### src/rtl/ps2_pkg.sv
// Shared types and defaults for the PS/2 mouse controller: FSM states, delta type,
// and the delta sign-extension helper.
package ps2_pkg;

    localparam int unsigned DefScreenW  = 640;
    localparam int unsigned DefScreenH  = 480;
    localparam int unsigned DefCoordBits = 10;

    typedef enum logic [2:0] {
        StInit,
        StWait,
        StCapture,
        StAccum,
        StRecover,
        StFault
    } state_e;

    typedef logic signed [8:0] delta_t;

    function automatic logic signed [15:0] sext_delta(delta_t d);
        return {{7{d[8]}}, d};
    endfunction

endpackage

### src/rtl/ps2_mouse_ctrl_if.sv
// Handshake bundle between the controller (master) and the PS/2 receive interface (slave).
interface ps2_mouse_ctrl_if;
    import ps2_pkg::*;

    logic   if_reset;
    logic   if_data_ready;
    logic   if_read;
    logic   if_error_no_ack;
    logic   if_left;
    logic   if_right;
    logic   if_middle;
    delta_t if_x_inc;
    delta_t if_y_inc;

    modport master (
        output if_reset, if_read,
        input  if_data_ready, if_error_no_ack, if_left, if_right, if_middle, if_x_inc, if_y_inc
    );

    modport slave (
        input  if_reset, if_read,
        output if_data_ready, if_error_no_ack, if_left, if_right, if_middle, if_x_inc, if_y_inc
    );
endinterface

### src/rtl/ps2_axis_accum.sv
// One cursor axis: adds (or subtracts) a signed 9-bit delta into a registered
// coordinate, saturating at 0 and EXT-1.
module ps2_axis_accum
    import ps2_pkg::*;
#(
    parameter int unsigned EXT        = DefScreenW,
    parameter int unsigned COORD_BITS = DefCoordBits,
    parameter int unsigned RESET_VAL  = DefScreenW / 2,
    parameter bit          INVERT     = 1'b0
) (
    input  logic                  clk,
    input  logic                  reset,
    input  logic                  load_i,
    input  delta_t                delta_i,
    output logic [COORD_BITS-1:0] coord_o
);
    // Two guard bits hold both the negative and the >EXT-1 overflow cases.
    localparam int unsigned W = COORD_BITS + 2;
    localparam logic [COORD_BITS-1:0] MaxCoord = COORD_BITS'(EXT - 1);

    logic signed [15:0]    d_wide;
    logic signed [W-1:0]   d_ext;
    logic signed [W-1:0]   cur;
    logic signed [W-1:0]   sum;
    logic [COORD_BITS-1:0] coord_d, coord_q;

    always_comb begin
        d_wide  = sext_delta(delta_i);
        d_ext   = d_wide[W-1:0];
        cur     = signed'({2'b00, coord_q});
        sum     = INVERT ? (cur - d_ext) : (cur + d_ext);
        coord_d = coord_q;
        if (load_i) begin
            if (sum[W-1]) begin
                coord_d = '0;
            end else if (sum > signed'({2'b00, MaxCoord})) begin
                coord_d = MaxCoord;
            end else begin
                coord_d = sum[COORD_BITS-1:0];
            end
        end
    end

    always_ff @(posedge clk or negedge reset) begin
        if (!reset) begin
            coord_q <= COORD_BITS'(RESET_VAL);
        end else begin
            coord_q <= coord_d;
        end
    end

    assign coord_o = coord_q;
endmodule

### src/rtl/ps2_mouse_ctrl.sv
// PS/2 mouse sequencer: init/retry FSM around the receive interface, packet drain
// via data_ready/read, and clamped absolute cursor integration.
module ps2_mouse_ctrl
    import ps2_pkg::*;
#(
    parameter int unsigned SCREEN_W     = DefScreenW,
    parameter int unsigned SCREEN_H     = DefScreenH,
    parameter int unsigned COORD_BITS   = DefCoordBits,
    parameter int unsigned RESET_CYCLES = 16,
    parameter int unsigned MAX_RETRIES  = 3
) (
    input  logic                  clk,
    input  logic                  reset,
    ps2_mouse_ctrl_if.master      mouse,
    output logic [COORD_BITS-1:0] cursor_x,
    output logic [COORD_BITS-1:0] cursor_y,
    output logic                  left_button,
    output logic                  right_button,
    output logic                  middle_button,
    output logic                  update,
    output logic [3:0]            retry_count,
    output logic                  fault
);
    localparam int unsigned CntW = $clog2(RESET_CYCLES);
    localparam logic [CntW-1:0] CntLast  = CntW'(RESET_CYCLES - 1);
    localparam logic [3:0]      MaxRetry = 4'(MAX_RETRIES);

    state_e          state_d, state_q;
    logic [CntW-1:0] cnt_d, cnt_q;
    logic [3:0]      retry_d, retry_q;
    logic            if_reset_q, if_read_q, update_q, fault_q;
    logic [2:0]      cap_btn_q, btn_q;
    delta_t          dx_q, dy_q;
    logic            load;

    always_comb begin
        state_d = state_q;
        cnt_d   = cnt_q;
        retry_d = retry_q;
        case (state_q)
            StInit: begin
                if (cnt_q == CntLast) begin
                    state_d = StWait;
                    cnt_d   = '0;
                end else begin
                    cnt_d = cnt_q + 1'b1;
                end
            end
            StWait: begin
                // Ack failure wins over a coincident data_ready.
                if (mouse.if_error_no_ack) begin
                    state_d = StRecover;
                end else if (mouse.if_data_ready) begin
                    state_d = StCapture;
                end
            end
            StCapture: state_d = StAccum;
            StAccum: begin
                state_d = StWait;
                retry_d = '0;
            end
            StRecover: begin
                retry_d = retry_q + 4'd1;
                cnt_d   = '0;
                state_d = (retry_q + 4'd1 == MaxRetry) ? StFault : StInit;
            end
            StFault: state_d = StFault;
            default: state_d = StInit;
        endcase
    end

    assign load = (state_q == StAccum);

    // Strobe outputs are decoded from the next state so they align with the state itself.
    always_ff @(posedge clk or negedge reset) begin
        if (!reset) begin
            state_q    <= StInit;
            cnt_q      <= '0;
            retry_q    <= '0;
            if_reset_q <= 1'b1;
            if_read_q  <= 1'b0;
            update_q   <= 1'b0;
            fault_q    <= 1'b0;
            cap_btn_q  <= '0;
            btn_q      <= '0;
            dx_q       <= '0;
            dy_q       <= '0;
        end else begin
            state_q    <= state_d;
            cnt_q      <= cnt_d;
            retry_q    <= retry_d;
            if_reset_q <= (state_d == StInit) || (state_d == StFault);
            if_read_q  <= (state_d == StCapture);
            update_q   <= load;
            fault_q    <= (state_d == StFault);
            if (state_q == StCapture) begin
                cap_btn_q <= {mouse.if_middle, mouse.if_right, mouse.if_left};
                dx_q      <= mouse.if_x_inc;
                dy_q      <= mouse.if_y_inc;
            end
            if (load) begin
                btn_q <= cap_btn_q;
            end
        end
    end

    ps2_axis_accum #(
        .EXT        (SCREEN_W),
        .COORD_BITS (COORD_BITS),
        .RESET_VAL  (SCREEN_W / 2),
        .INVERT     (1'b0)
    ) u_axis_x (
        .clk     (clk),
        .reset   (reset),
        .load_i  (load),
        .delta_i (dx_q),
        .coord_o (cursor_x)
    );

    // PS/2 +Y is up, screen +Y is down.
    ps2_axis_accum #(
        .EXT        (SCREEN_H),
        .COORD_BITS (COORD_BITS),
        .RESET_VAL  (SCREEN_H / 2),
        .INVERT     (1'b1)
    ) u_axis_y (
        .clk     (clk),
        .reset   (reset),
        .load_i  (load),
        .delta_i (dy_q),
        .coord_o (cursor_y)
    );

    assign mouse.if_reset = if_reset_q;
    assign mouse.if_read  = if_read_q;
    assign update         = update_q;
    assign fault          = fault_q;
    assign retry_count    = retry_q;
    assign left_button    = btn_q[0];
    assign right_button   = btn_q[1];
    assign middle_button  = btn_q[2];
endmodule

### src/flat_wrapper.sv
// flat-port wrapper written by rule: the top's interface ports become plain ports
module ps2_mouse_ctrl_flat import ps2_pkg::*;
#(
    parameter int unsigned SCREEN_W     = DefScreenW,
    parameter int unsigned SCREEN_H     = DefScreenH,
    parameter int unsigned COORD_BITS   = DefCoordBits,
    parameter int unsigned RESET_CYCLES = 16,
    parameter int unsigned MAX_RETRIES  = 3
)
  (clk, reset, cursor_x, cursor_y, left_button, right_button, middle_button, update, retry_count, fault, mouse_if_reset, mouse_if_read, mouse_if_data_ready, mouse_if_error_no_ack, mouse_if_left, mouse_if_right, mouse_if_middle, mouse_if_x_inc, mouse_if_y_inc);
  ps2_mouse_ctrl_if mouse_i ();
  input  logic clk;
  input  logic reset;
  output logic [COORD_BITS-1:0] cursor_x;
  output logic [COORD_BITS-1:0] cursor_y;
  output logic left_button;
  output logic right_button;
  output logic middle_button;
  output logic update;
  output logic [3:0] retry_count;
  output logic fault;
  output wire logic [$bits(mouse_i.if_reset)-1:0] mouse_if_reset;
  output wire logic [$bits(mouse_i.if_read)-1:0] mouse_if_read;
  input wire logic [$bits(mouse_i.if_data_ready)-1:0] mouse_if_data_ready;
  input wire logic [$bits(mouse_i.if_error_no_ack)-1:0] mouse_if_error_no_ack;
  input wire logic [$bits(mouse_i.if_left)-1:0] mouse_if_left;
  input wire logic [$bits(mouse_i.if_right)-1:0] mouse_if_right;
  input wire logic [$bits(mouse_i.if_middle)-1:0] mouse_if_middle;
  input wire logic [$bits(mouse_i.if_x_inc)-1:0] mouse_if_x_inc;
  input wire logic [$bits(mouse_i.if_y_inc)-1:0] mouse_if_y_inc;
  assign mouse_if_reset = mouse_i.if_reset;
  assign mouse_if_read = mouse_i.if_read;
  assign mouse_i.if_data_ready = mouse_if_data_ready;
  assign mouse_i.if_error_no_ack = mouse_if_error_no_ack;
  assign mouse_i.if_left = mouse_if_left;
  assign mouse_i.if_right = mouse_if_right;
  assign mouse_i.if_middle = mouse_if_middle;
  assign mouse_i.if_x_inc = mouse_if_x_inc;
  assign mouse_i.if_y_inc = mouse_if_y_inc;
  ps2_mouse_ctrl #(.SCREEN_W(SCREEN_W), .SCREEN_H(SCREEN_H), .COORD_BITS(COORD_BITS), .RESET_CYCLES(RESET_CYCLES), .MAX_RETRIES(MAX_RETRIES)) u_core (.clk(clk), .reset(reset), .mouse(mouse_i), .cursor_x(cursor_x), .cursor_y(cursor_y), .left_button(left_button), .right_button(right_button), .middle_button(middle_button), .update(update), .retry_count(retry_count), .fault(fault));
endmodule
### config.mk
export PLATFORM = sky130hd
export DESIGN_NAME = ps2_mouse_ctrl_flat
export DESIGN_NICKNAME = d
export VERILOG_FILES = /design/src/rtl/ps2_pkg.sv /design/src/rtl/ps2_mouse_ctrl_if.sv /design/src/rtl/ps2_axis_accum.sv /design/src/rtl/ps2_mouse_ctrl.sv /design/src/flat_wrapper.sv
export SDC_FILE = /design/constraint.sdc
export NUM_CORES = 1
export LEC_CHECK = 0
export ABC_CLOCK_PERIOD_IN_PS = 5500
export CAP_MARGIN = 40
export CORE_MARGIN = 5
export CORE_UTILIZATION = 45
export CTS_BUF_LIST = sky130_fd_sc_hd__clkbuf_8
export DETAILED_ROUTE_END_ITERATION = 10
export HOLD_SLACK_MARGIN = 0.12
export PLACE_DENSITY_LB_ADDON = 0.12
export SKIP_LAST_GASP = 1
export SYNTH_ARGS = -nofsm -noshare
export SYNTH_HDL_FRONTEND = slang
export SYNTH_SLANG_ARGS = --single-unit
### constraint.sdc
create_clock -name clk -period 5.5 [get_ports clk]
set_input_delay 0.825 -clock clk [delete_from_list [all_inputs] [get_ports clk]]
set_output_delay 0.825 -clock clk [all_outputs]
set_load 0.05 [all_outputs]
# == Word level (Yosys, flattened, before mapping) ==
# Cells that the tools add are included.
# word_totals
regBits,59
latch_bits,0
ram_bits,0
mem_bits_ro,0
in_bits,25
output_inout_bits,31
word_cells,45
memories,0
# op_classes
add_sub_neg,4
n_mul,0
div_mod_pow,0
magnitude_cmp,2
n_eq_ne,9
n_shift,0
n_mux,12
n_bitwise,0
reduce_logical,5
# op_table
op,count
$mux 10,4
$pmux 3 s6,1
$pmux 4 s2,2
$add 11x9->12,1
$gt 12x10->1 const B,1
$gt 12x11->1 const B,1
$mux 3,4
$sub 11x9->12,1
$eq 3x2->1 const B,3
$eq 3x3->1 const B,3
$add 4x1->4 const B,2
$logic_not 3->1,2
$eq 4x2->1 const B,1
$eq 4x4->1 const B,1
$mux 4,1
$reduce_bool 2->1,2
$eq 3x1->1 const B,1
$logic_or 1x1->1,1

# == Logic depth before layout (Yosys ltp) ==
# Gate-level depths: netlist of the first run.
# depth
word_depth,6
ltp_mapped,12
ltp_nobuf,11

# == Cells and area by module ==
# From an unflattened synthesis of the first run, not the netlist that was laid out.
# hier_totals
hier_cells,373
area_unflattened_um2,3802.4
# modules_own_cells
mod,n_inst,cells_per_inst,area_per_inst_um2,seq_area_each_um2
ps2_mouse_ctrl,1,129,1682.9,977.2
ps2_axis_accum (u_core.u_axis_x),1,117,1063.5,252.7
ps2_axis_accum (u_core.u_axis_y),1,127,1056.0,255.2

# == Worst setup path before layout of the first run ==
# No wires, ideal clock.
# synth_path
path_kind,register to register
from,register u_core.u_axis_y.coord_q[0] (netlist: u_core.u_axis_y.coord_o[0])
to,register u_core.u_axis_y.coord_q[5] (netlist: u_core.u_axis_y.coord_o[5])
setup_ns,0.080
arrival_ns,2.920
required_ns,5.420
path_slack_ns,2.501
path_stages_with_launch,13
path_buffers,1
synth_period_minus_slack_ns,2.999
path_cell_list,dfrtp_1 -> inv_1 -> ha_1 -> inv_1 -> fa_1 -> a21oi_1 -> o2111ai_1 -> a31oi_1 -> xnor2_1 -> inv_1 -> or4b_1 -> clkbuf_1 -> a32o_1
# synth_between
elab_chain_cells,4
# synth_lines
item,line,rtl
from (decl),ps2_axis_accum.sv:25,"logic [COORD_BITS-1:0] coord_d, coord_q;"
from (signal assigned),ps2_axis_accum.sv:46,coord_q <= COORD_BITS'(RESET_VAL);
from (signal assigned),ps2_axis_accum.sv:48,coord_q <= coord_d;
$sub 11x9->12 (*),ps2_axis_accum.sv:31,sum = INVERT ? (cur - d_ext) : (cur + d_ext);
$gt 12x10->1,ps2_axis_accum.sv:36,"end else if (sum > signed'({2'b00, MaxCoord})) begin"
$mux 10,ps2_axis_accum.sv:36,
$mux 10 (*),ps2_axis_accum.sv:34,if (sum[W-1]) begin
# Every way passes the cells marked *; elsewhere a longest branch is shown, timed or not.
# A chain may end at the register's enable or synchronous reset.

# == Worst setup path in the final report of the first run ==
# Same ends and word-level chain as after synthesis.

==> qor.tcl, run 1 <==
set qor(status) {finished clean}
set qor(grt_antenna_before_repair) 0
set qor(route.final.wire_length_um) 7760
set qor(syn_area_per_cell_um2) 9.75
set qor(io_pins) 56
set qor(synth.lib_cells_used.distinct) 61
set qor(cp-start-kind) {flip-flop}
set qor(worst_r2r_path_depth) 11
set qor(multi_input_comb_area_um2) 1910
set qor(final_cell_area_um2) 4370
set qor(arrival_ns) 3.19
set qor(grtUsageMet2_pct) 25.1
set qor(fin_worst_skew_ns) 0.0150
set qor(placementRows) 32
set qor(hold_crit_class) {flip-flop to flip-flop}
set qor(cts_root_buf) {clkbuf_8}
set qor(grt_pass1_vias) 2882
set qor(syn_nets) 413
set qor(irDropWorstVdd_mv) 0.255
set qor(synth_enable_flop_cells) 0
set qor(clk_transition_reported_paths_ns) 0.07
set qor(fp.coreArea_um2) 7690
set qor(timing.final.max_slew_violations) 0
set qor(total_grt_overflow) 0
set qor(final_weighted_congestion_in_routability_driven_placement) 0.871
set qor(vias) 2794
set qor(pin_count_of_the_biggest_net_entering_global_routing) 60
set qor(number_of_register_bits_inferred_by_synthesis) 59
set qor(ratio_of_routed_vias_to_standard_cells) 5.33
set qor(synth_seq_area_share_pct) 42.2
set qor(final.min_clock_period_ns) 2.93
set qor(netlist_area_um2) 3520
set qor(min_delay_worst_endpoint) {u_core.btn_q[1]}
set qor(ys_top_cells_by_count) {dfrtp_1 (52), nand2_1 (44), ha_1 (25)}
set qor(setup_total_negative_slack_ns) 0
set qor(whs_path_depth) 2
set qor(numCtsBuffers) 9
set qor(first_iter_violations) 68
set qor(gr-max-usage-layer) {met2}
set qor(postCtsSetupBuffers) 0
set qor(data_required_time_of_the_worst_path_ns) 5.76
set qor(area_growth_pct) 24.1
set qor(grt_setup_unrepaired) {false}
set qor(tightestPinTransition_ns) 0.750
set qor(ys_dominant_reg_cell) {dfrtp_1}
set qor(report.final.setup_viol) 0
set qor(synth.most_common_cell) {dfrtp_1}
set qor(ctsHtreeMaxLevel) 3
set qor(ys_warn_count) 0
set qor(floorplan.die.width_um) 98.4
set qor(netlist.area_leader.share_pct) 37.0
set qor(p_per_area_nw_per_um2) 657
set qor(timing_worst_setup_path_type) {flip-flop to flip-flop}
set qor(grt_first_pass_wirelength_um) 13400
set qor(grt_usage_pct) 16.7
set qor(placedCellCount) 508
set qor(synth_cells) 361
set qor(max-slew-margin-rel_pct) 50.0
set qor(global_route.usage.met3_pct) 4.25
set qor(hold_buffer_count_at_cts) 0
set qor(asyncSetResetFlopFracSynth_pct) 100
set qor(maxCapViolCount) 0
set qor(fp.dieArea_um2) 9690
set qor(finalNonFillerCells) 524
set qor(place.port_buffers) 55
set qor(ctsLongestPathBuffers) 2
set qor(yosys-top-cells-area) {dfrtp_1 (37%), ha_1 (8.9%), dfstp_2 (5.2%)}
set qor(insertedDiodeCount) 0
set qor(share_of_the_cycle_needed_by_the_critical_path_after_routing_pct) 53.2
set qor(post-layout-total-power_mw) 2.87
set qor(post_route_cells_drive_above_1_share_pct) 12.3
set qor(power.static_leakage_nw) 1.95
set qor(detail_route.drc_violations) 0
set qor(max_freq_ghz) 0.342
set qor(detailedRoute.firstPassIterationCount) 4
set qor(timing.hold.worst.start) {u_core.cap_btn_q[1]}
set qor(ctsResizeCount) 0
set qor(reg2reg_slack_ns) 2.57
set qor(total_placed_instance_area_um2) 4170
set qor(crit-reg2reg-capture) {u_core.u_axis_y.coord_o[5]}
set qor(wl_per_cell_um) 14.8
set qor(crit-reg2reg-launch) {u_core.u_axis_y.coord_o[0]}
set qor(postLayoutCoreUtil_pct) 56.8
set qor(end_kind) {flip-flop}
set qor(post-synth-top-area-cell) {dfrtp_1}
set qor(die_height_um) 98.4
set qor(fin_nets) 469
set qor(number_of_nets_with_antenna_violations_after_detailed_routing) 0
set qor(globalRouteMet1Util_pct) 23.2
set qor(starting_density_pct) 45.8
set qor(cts_tree) {built}
set qor(detailed_place_hpwl_um) 5480
set qor(clkLatencyLatePin_ns) 0.34
set qor(final-seq-area_um2) 1490
set qor(crit_path_max_fanout) 6
set qor(clock-sinks) 59
set qor(finalHoldViolations) 0
set qor(nFillCells) 710
## worst max-delay path: stages (launching register included)
cell and delay (ns):
dfrtp_1 0.40, inv_1 0.06, ha_1 0.15, inv_1 0.05, fa_1 0.39, a21oi_1 0.25, o2111ai_1 0.19, a31oi_1 0.22
xnor2_1 0.13, inv_1 0.06, or4b_1 0.64, a32o_1 0.31
## flip-flops by register name (all words and copies together), names as in the netlist
name,cells
u_core.u_axis_x.coord_o,10
u_core.u_axis_y.coord_o,10
u_core.dx_q,9
u_core.dy_q,9
u_core.cnt_q,4
u_core.retry_count,4
u_core.btn_q,3
u_core.cap_btn_q,3
u_core.state_q,3
u_core.fault,1
u_core.mouse.if_read,1
u_core.mouse.if_reset,1
u_core.update,1
## cell usage in the layout, fill, tap and decap left out, drive strengths merged, types with 4 or more instances in the layout
master and n:
nand2 44, mux2 13, clkdlybuf4s50 54, a22oi 4, or2 5, a211oi 8, a21oi 22, a32oi 5
nand2b 6, nor3 4, inv 22, dfrtp 52, clkbuf 11, xor2 9, nand3 8, a21o 4
nor2 20, dfstp 7, clkinv 4, xnor2 10, o211ai 4, o21ai 27, o31ai 4, ha 25
## metrics by stage
step / hold slack, ns / setup slack, ns
global route: 0.508 / 2.30
global placement: 0.447 / 2.62
detailed placement: 0.459 / 2.58
floorplan: 0.435 / 2.50
CTS: 0.482 / 2.56
finish: 0.480 / 2.57
## worst max path at each step
stage / startpoint / end / slack, ns
2_1_floorplan: u_core.u_axis_y.coord_o[0] / u_core.u_axis_y.coord_o[5] / 2.50
3_3_place_gp: u_core.u_axis_y.coord_o[0] / u_core.u_axis_y.coord_o[5] / 2.62
3_5_place_dp: u_core.u_axis_y.coord_o[0] / u_core.u_axis_y.coord_o[5] / 2.58
4_1_cts: u_core.u_axis_y.coord_o[0] / u_core.u_axis_y.coord_o[5] / 2.56
5_1_grt: u_core.u_axis_y.coord_o[0] / u_core.u_axis_y.coord_o[5] / 2.30
6_report: u_core.u_axis_y.coord_o[0] / u_core.u_axis_y.coord_o[5] / 2.57
## layer usage
layer  routed length, um  up-vias
met2                3510       63
met3                 415        9
met5                   0        -
met4                 116        0
li1                    -     1401
met1                3720     1321
## cell type report
type,instances,area share (%)
inverters,22,1.89
clock inverters,5,1.20
clock buffers,11,3.47
flip-flops and latches,59,34.0
well taps,102,2.92
multi-input cells,268,43.7
repair buffers,57,12.8
## power by group
part           total [mW]  switching (mW)  internal, mW  leakage [nW]
Sequential          0.765           0.143         0.622         0.735
Combinational        1.70            1.00         0.698          1.10
Clock               0.409           0.177         0.232         0.110
Total                2.87            1.32          1.55          1.95
## logic make-up (layout without fill, tap and decap cells)
group,count (synthesis),after routing,share of synthesized area (%)
XOR/XNOR,19,19,4.73
flip-flops,59,59,42.2
AND/OR/NAND/NOR,107,107,14.8
buffers and inverters,34,95,3.63
adder cells (fa/ha/maj),27,27,10.0
multiplexers,14,14,4.44
AO/OA/AOI/OAI,101,101,20.2
No activity file was read; power rests on OpenSTA's default activity.
==> run 2: changes to the inputs <==
- ABC_CLOCK_PERIOD_IN_PS: 5500 -> 2780
- clock period: 5.5 -> 2.78 ns (I/O delays scaled with it)
==> run 2 against run 1 <==
Effect of this change: count of clock-buffer cells in the layout grew 1; core utilization up 1.6 points; maximum frequency up 9.3%; sequential cell count is the same; worst setup slack worse by 2.5 ns; final cell count up 2.1%; sequential power grew 97%; first-iteration DRC count grew 28%; register-to-register slack worse by 2.5 ns; clock skew is 0.0018 ns lower; highest routed layer unchanged; largest cell class unchanged; largest power group unchanged.
==> qor.tcl, run 2 (same netlist as run 1, synthesis figures left out) <==
set qor(preCtsSetupSlack_ns) -0.0311
set qor(starting_density_pct) 45.8
set qor(status) {finished clean}
set qor(fin_nets) 480
set qor(total_grt_overflow) 0
set qor(globalRouteMet1Util_pct) 23.5
set qor(first_iter_violations) 87
set qor(clkLatencyLatePin_ns) 0.33
set qor(pin_count_of_the_biggest_net_entering_global_routing) 29
set qor(numCtsBuffers) 9
set qor(fp.dieArea_um2) 9690
set qor(max-slew-margin-rel_pct) 58.2
set qor(detail_route.drc_violations) 0
set qor(layout.cells.most_common_list) {clkdlybuf4s50_1 (54), dfrtp_1 (51), nand2_1 (44), ha_1 (24), inv_1 (21)}
set qor(fp.coreArea_um2) 7690
set qor(tightestPinTransition_ns) 0.627
set qor(ratio_of_routed_vias_to_standard_cells) 5.37
set qor(crit_path_max_fanout) 6
set qor(smallest_setup_slack_after_layout_ns) 0.103
set qor(timing.final.max_slew_violations) 0
set qor(irDropWorstVdd_mv) 0.563
set qor(vias) 2872
set qor(cts_root_buf) {clkbuf_8}
set qor(grt_first_pass_wirelength_um) 13700
set qor(ctsHtreeMaxLevel) 3
set qor(whs_ns) 0.458
set qor(placementRows) 32
set qor(power.static_leakage_nw) 2.00
set qor(area_growth_pct) 27.7
set qor(clk_transition_reported_paths_ns) 0.06
set qor(final_weighted_congestion_in_routability_driven_placement) 0.891
set qor(insertedDiodeCount) 0
set qor(post_route_cells_drive_above_1_share_pct) 16.2
set qor(maxCapViolCount) 0
set qor(cp-start-kind) {flip-flop}
set qor(data_required_time_of_the_worst_path_ns) 3.04
set qor(floorplan.die.width_um) 98.4
set qor(global_route.usage.met3_pct) 5.17
set qor(grt_usage_pct) 17.2
set qor(total_placed_instance_area_um2) 4230
set qor(hold_crit_class) {flip-flop to flip-flop}
set qor(p_per_area_nw_per_um2) 1310
set qor(finalHoldViolations) 0
set qor(layout_commonest_cell) {clkdlybuf4s50_1}
set qor(report.final.setup_viol) 0
set qor(ctsLongestPathBuffers) 2
set qor(io_pins) 56
set qor(gr-max-usage-layer) {met2}
set qor(final.min_clock_period_ns) 2.68
set qor(final_cell_area_um2) 4490
set qor(route.final.wire_length_um) 7930
set qor(grt_pass1_vias) 2847
set qor(cts_tree) {built}
set qor(post-layout-total-power_mw) 5.90
set qor(fin_worst_skew_ns) 0.0132
set qor(grtUsageMet2_pct) 26.1
set qor(timing_worst_setup_path_type) {flip-flop to flip-flop}
set qor(arrival_ns) 2.94
set qor(share_of_the_cycle_needed_by_the_critical_path_after_routing_pct) 96.3
set qor(place.port_buffers) 55
set qor(detailed_place_hpwl_um) 5880
set qor(max_freq_ghz) 0.374
set qor(nFillCells) 694
set qor(grt_antenna_before_repair) 0
set qor(clock-sinks) 59
set qor(wl_per_cell_um) 14.8
set qor(die_height_um) 98.4
set qor(detailedRoute.firstPassIterationCount) 4
set qor(number_of_nets_with_antenna_violations_after_detailed_routing) 0
set qor(end_kind) {flip-flop}
-- run 2: worst paths after layout --
kind | startpoint | end | slack (ns) | cells past startpoint
hold reg to reg | u_core.cap_btn_q[1] | u_core.btn_q[1] | 0.46 | 2
hold / removal | u_core.cap_btn_q[1] | u_core.btn_q[1] | 0.46 | 2
max in group asynchronous | reset | u_core.u_axis_y.coord_o[4] | 1.37 | 3
min in group asynchronous | reset | u_core.u_axis_x.coord_o[2] | 0.64 | 2
setup / recovery | u_core.u_axis_y.coord_o[0] | u_core.u_axis_y.coord_o[5] | 0.10 | 11
setup reg to reg | u_core.u_axis_y.coord_o[0] | u_core.u_axis_y.coord_o[5] | 0.10 | 11
-- run 2: what timing repair did --
item,in CTS,in global routing
endpoints found under the setup margin,1,7
gates cloned,0,0
hold buffers,1,0
resized for setup,1,6
endpoints found under the hold margin,12,0
setup buffers,0,3
pin swaps,0,7
-- run 2: where the power goes --
part	switching [mW]	leakage, nW	internal (mW)	total, mW
combinational	2.05	1.16	1.53	3.57
sequential	0.282	0.734	1.23	1.51
clock	0.330	0.115	0.480	0.810
total	2.66	2.00	3.24	5.90
-- run 2: worst max-delay path, stage by stage (launching register included) --
cell	delay, ns
dfrtp_2	0.42
inv_2	0.08
ha_4	0.14
inv_2	0.04
fa_2	0.36
a21oi_2	0.18
o2111ai_2	0.15
a31oi_1	0.23
xnor2_1	0.14
inv_1	0.08
or4b_4	0.53
a32o_1	0.27
-- run 2: metal layers --
layer | wire length [um] | vias to the layer above
li1 | - | 1425
met1 | 3770 | 1383
met2 | 3650 | 59
met3 | 452 | 5
met4 | 57 | 0
met5 | 0 | -
-- run 2: cell type report --
| type | instances | area (um2) | share of cell area (%) |
|---|---|---|---|
| Timing Repair Buffer | 68 | 646 | 14.4 |
| Multi-Input combinational cell | 268 | 1940 | 43.2 |
| Clock buffer | 12 | 165 | 3.68 |
| Clock inverter | 4 | 42.5 | 0.947 |
| Sequential cell | 59 | 1490 | 33.1 |
| Tap cell | 102 | 128 | 2.84 |
| Inverter | 22 | 82.6 | 1.84 |
-- run 2: through the flow --
stage / utilization, % / setup TNS (ns) / std cells
after detailed placement: 55.0 / -0.0311 / 515
after floorplan: - / 0 / 361
after global routing: 58.4 / -0.0480 / 535
final: 58.4 / 0 / 535
after CTS: 57.8 / 0 / 532
after global placement: 55.0 / 0 / 515
